`config.mk`:
```
export PLATFORM = sky130hd
export DESIGN_NAME = pipo
export DESIGN_NICKNAME = d
export VERILOG_FILES = /design/src/rtl/pipo_pkg.sv /design/src/rtl/pipo_stage.sv /design/src/rtl/pipo.sv
export SDC_FILE = /design/constraint.sdc
export NUM_CORES = 1
export LEC_CHECK = 0
export ABC_AREA = 1
export CAP_MARGIN = 20
export CORE_AREA = 2 2 39 41
export DETAILED_ROUTE_END_ITERATION = 8
export DIE_AREA = 0 0 41 43
export PLACE_DENSITY_LB_ADDON = 0.05
export RECOVER_POWER = 100
export SKIP_CTS_REPAIR_TIMING = 1
export SYNTH_ARGS = -nofsm -noshare
export SYNTH_HDL_FRONTEND = slang
export SYNTH_HIERARCHICAL = 1
export SYNTH_SLANG_ARGS = --single-unit
```
`constraint.sdc`:
```
create_clock -name clk -period 1.1 [get_ports clk]
set_input_delay 0.11 -clock clk [delete_from_list [all_inputs] [get_ports clk]]
set_output_delay 0.11 -clock clk [all_outputs]
set_load 0.005 [all_outputs]
```
`src/rtl/pipo_pkg.sv`:
```
// pipo_pkg: shared defaults and data word type for the pipo register chain
package pipo_pkg;
  localparam int DEFAULT_WIDTH = 4;
  localparam int DEFAULT_DEPTH = 1;
  typedef logic [DEFAULT_WIDTH-1:0] word_t;
endpackage

```
`src/rtl/pipo_stage.sv`:
```
// pipo_stage: one load-enabled register; ports clk, rst (sync active-low), load, d in, q out
module pipo_stage
  import pipo_pkg::*;
#(
  parameter int WIDTH = DEFAULT_WIDTH,
  parameter logic [WIDTH-1:0] RESET_VALUE = '0
) (
  input  logic             clk,
  input  logic             rst,
  input  logic             load,
  input  logic [WIDTH-1:0] d,
  output logic [WIDTH-1:0] q
);
  always_ff @(posedge clk)
    if (!rst) q <= RESET_VALUE;
    else if (load) q <= d;
endmodule

```
`src/rtl/pipo.sv`:
```
// pipo: DEPTH-stage parallel-in/parallel-out register sharing one load; ports clk, rst (sync active-low), load, pi in, po out
module pipo
  import pipo_pkg::*;
#(
  parameter int WIDTH = DEFAULT_WIDTH,
  parameter int DEPTH = DEFAULT_DEPTH,
  parameter logic [WIDTH-1:0] RESET_VALUE = '0
) (
  input  logic             clk,
  input  logic             rst,
  input  logic             load,
  input  logic [WIDTH-1:0] pi,
  output logic [WIDTH-1:0] po
);
  logic [WIDTH-1:0] q [DEPTH];
  for (genvar g = 0; g < DEPTH; g++) begin : g_stage
    logic [WIDTH-1:0] d;
    if (g == 0) begin : g_first
      assign d = pi;
    end else begin : g_rest
      assign d = q[g-1];
    end
    pipo_stage #(.WIDTH(WIDTH), .RESET_VALUE(RESET_VALUE)) u_stage (
      .clk(clk), .rst(rst), .load(load), .d(d), .q(q[g])
    );
  end
  assign po = q[DEPTH-1];
endmodule

```
==> impl_metrics.ini, run 1 <==
[yosys]
synth_nets = 32
syn_avg_cell_area_um2 = 6.66
synth_area_um2 = 166
ys_seq_area_share_pct = 48.1
ys_types = 5
synth_seq_cells = 4
netlist_instances = 25
yosys_warnings = 6

[global_routing]
grt_pass1_wl_um = 621
first_global_vias = 147
grt_antenna_before_repair = 0
grtUsageTotal_pct = 6.31
overflow = 0
grt_max_degree = 9

[clock_network]
root_buffer = clkbuf_4
clk_pin_slew_ns = 0.04
cts_max_level = 1
tritoncts = built
clock_path_buffers = 2
numCtsBuffers = 3
worstSkewPairLatency_ns = 0.23
clock-sinks = 4

[timing]
clock.fmax_mhz = 1050
report.final.slew_viol_count = 0
tightest_slew_ns = 0.283
report.final.setup_viol = 0
clock_skew_ns = 0
fin_crit_ns = 0.949
worst_hold_slack_ns = 0.463
post-route-period-util_pct = 86.3
rsz0062_at_grt = false
hold_viol_final = 0
slew_headroom_pct = 81.1

[finish]
final_core_util_pct = 21.7
syn2layout_area_growth_pct = 80.5
layout_common_cells = nor2_1 (8), nand2_1 (8), clkdlybuf4s50_1 (5), inv_1 (4), dfxtp_1 (4)
top_regs = g_stage.u_stage/q (4)
drive_gt1_share_pct = 8.11
num_antenna_cells = 0
largest_register = g_stage.u_stage/q
largest_reg_flops = 4
nets = 46

[floorplan]
fp.coreArea_mm2 = 0.00138
dieArea_mm2 = 0.00176
die_w_um = 41
rows = 14
initial_core_util_pct = 12.0
die_y_um = 43
ioPinCount = 11

[placement]
dp_hpwl_um = 286
port-buffer-count = 10
routabilityCongestion = 0.549

[critical_path]
cp_num_buf_inv = 1
max_stage_delay_ns = 0.33
crit_path_start_kind = flop
path_cells = clkdlybuf4s25_1
r2r-end = g_stage[0].u_stage/q[1]
cp-end-kind = primary output
crit-reg2reg-launch = g_stage[0].u_stage/q[1]
crit_type = flop to primary output
cp_slowest_cell = dfxtp_1
crit_arrival_ns = 0.84
worst-path-max-fanout = 2
r2r_slack_ns = 0.55
required_ns = 0.99
reg2regPathDepth = 2
cpLargestDelayFamily = flip-flops

[worst_hold_path]
holdPathStages = 2
hp-class = flop to flop
hold_start = g_stage[0].u_stage/q[3]
min_to = g_stage[0].u_stage/q[3]

[routing]
firstDrtPassIters = 1
drtIter0Drc = 0
drc = 0
wirelength_um = 396
vias_per_cell = 3.36
routedWlPerCell_um = 7.47
vias = 178
ant_nets = 0

[flow_run]
maxCapViolations = 0

[run_status]
outcome = completed

[power_and_ir_drop]
peakVddDrop_v = 0.000367
cellLeakagePower_nw = 0.157
p_per_area_mw_per_mm2 = 1350
[cells by family after synthesis]
logic type             Yosys count  synth area share [%]
buffers and inverters            5                  15.8
flip-flops                       4                  48.1
AND/OR/NAND/NOR                 16                  36.1
[report_power, final]
group | switching [W] | internal (W) | leakage, nW
sequential | 0.00000461 | 0.000156 | 0.0333
combinational | 0.0000221 | 0.0000390 | 0.110
clock | 0.0000624 | 0.000122 | 0.0138
[per-stage QoR]
step	setup TNS (ns)	area, um2	instances	worst slack [ns]	power [W]
floorplan	0	166	25	0.557	0.000188
global placement	0	275	50	0.0624	0.000228
detailed placement	0	275	50	0.0570	0.000229
CTS	-0.311	298	53	-0.0880	0.000425
global route	0	300	53	0.110	0.000437
finish	0	300	53	0.151	0.000406
[routing by layer]
layer,GRT usage (%),up-vias,wire length (um)
li1,-,94,-
met1,6.39,75,174
met2,5.94,7,170
met3,3.14,2,42
met4,12.0,0,8
met5,0,-,0
[cell usage after synthesis]
| cell | instances | area [um2] |
|---|---|---|
| buf_6 | 1 | 11.3 |
| inv_1 | 4 | 15.0 |
| dfxtp_1 | 4 | 80.1 |
| nor2_1 | 8 | 30.0 |
| nand2_1 | 8 | 30.0 |
[how the worst max path moves through the flow]
| stage | cells past startpoint | from | slack [ns] | to |
|---|---|---|---|---|
| final | 1 | g_stage[0].u_stage/q[0] | 0.15 | po[0] |
| after floorplan | 2 | g_stage[0].u_stage/q[1] | 0.56 | g_stage[0].u_stage/q[1] |
| after CTS | 1 | g_stage[0].u_stage/q[0] | -0.09 | po[0] |
| after global routing | 1 | g_stage[0].u_stage/q[2] | 0.11 | po[2] |
| after detailed placement | 4 | load | 0.06 | g_stage[0].u_stage/q[1] |
| after global placement | 4 | load | 0.06 | g_stage[0].u_stage/q[0] |
[final cells by class]
class	instances	area, um2
fill	167	1080
multi-input combinational	16	60.1
clock buffer	3	22.5
tap	16	20.0
timing repair buffer	10	103
inverter	4	15.0
sequential	4	80.1
Power figures use the tool's default switching activity.
==> run 2: changes to the inputs <==
SKIP_LAST_GASP = 1   (was not set)
==> results of run 2 <==
The final DEF is identical to that of run 1; final timing and power are the same.
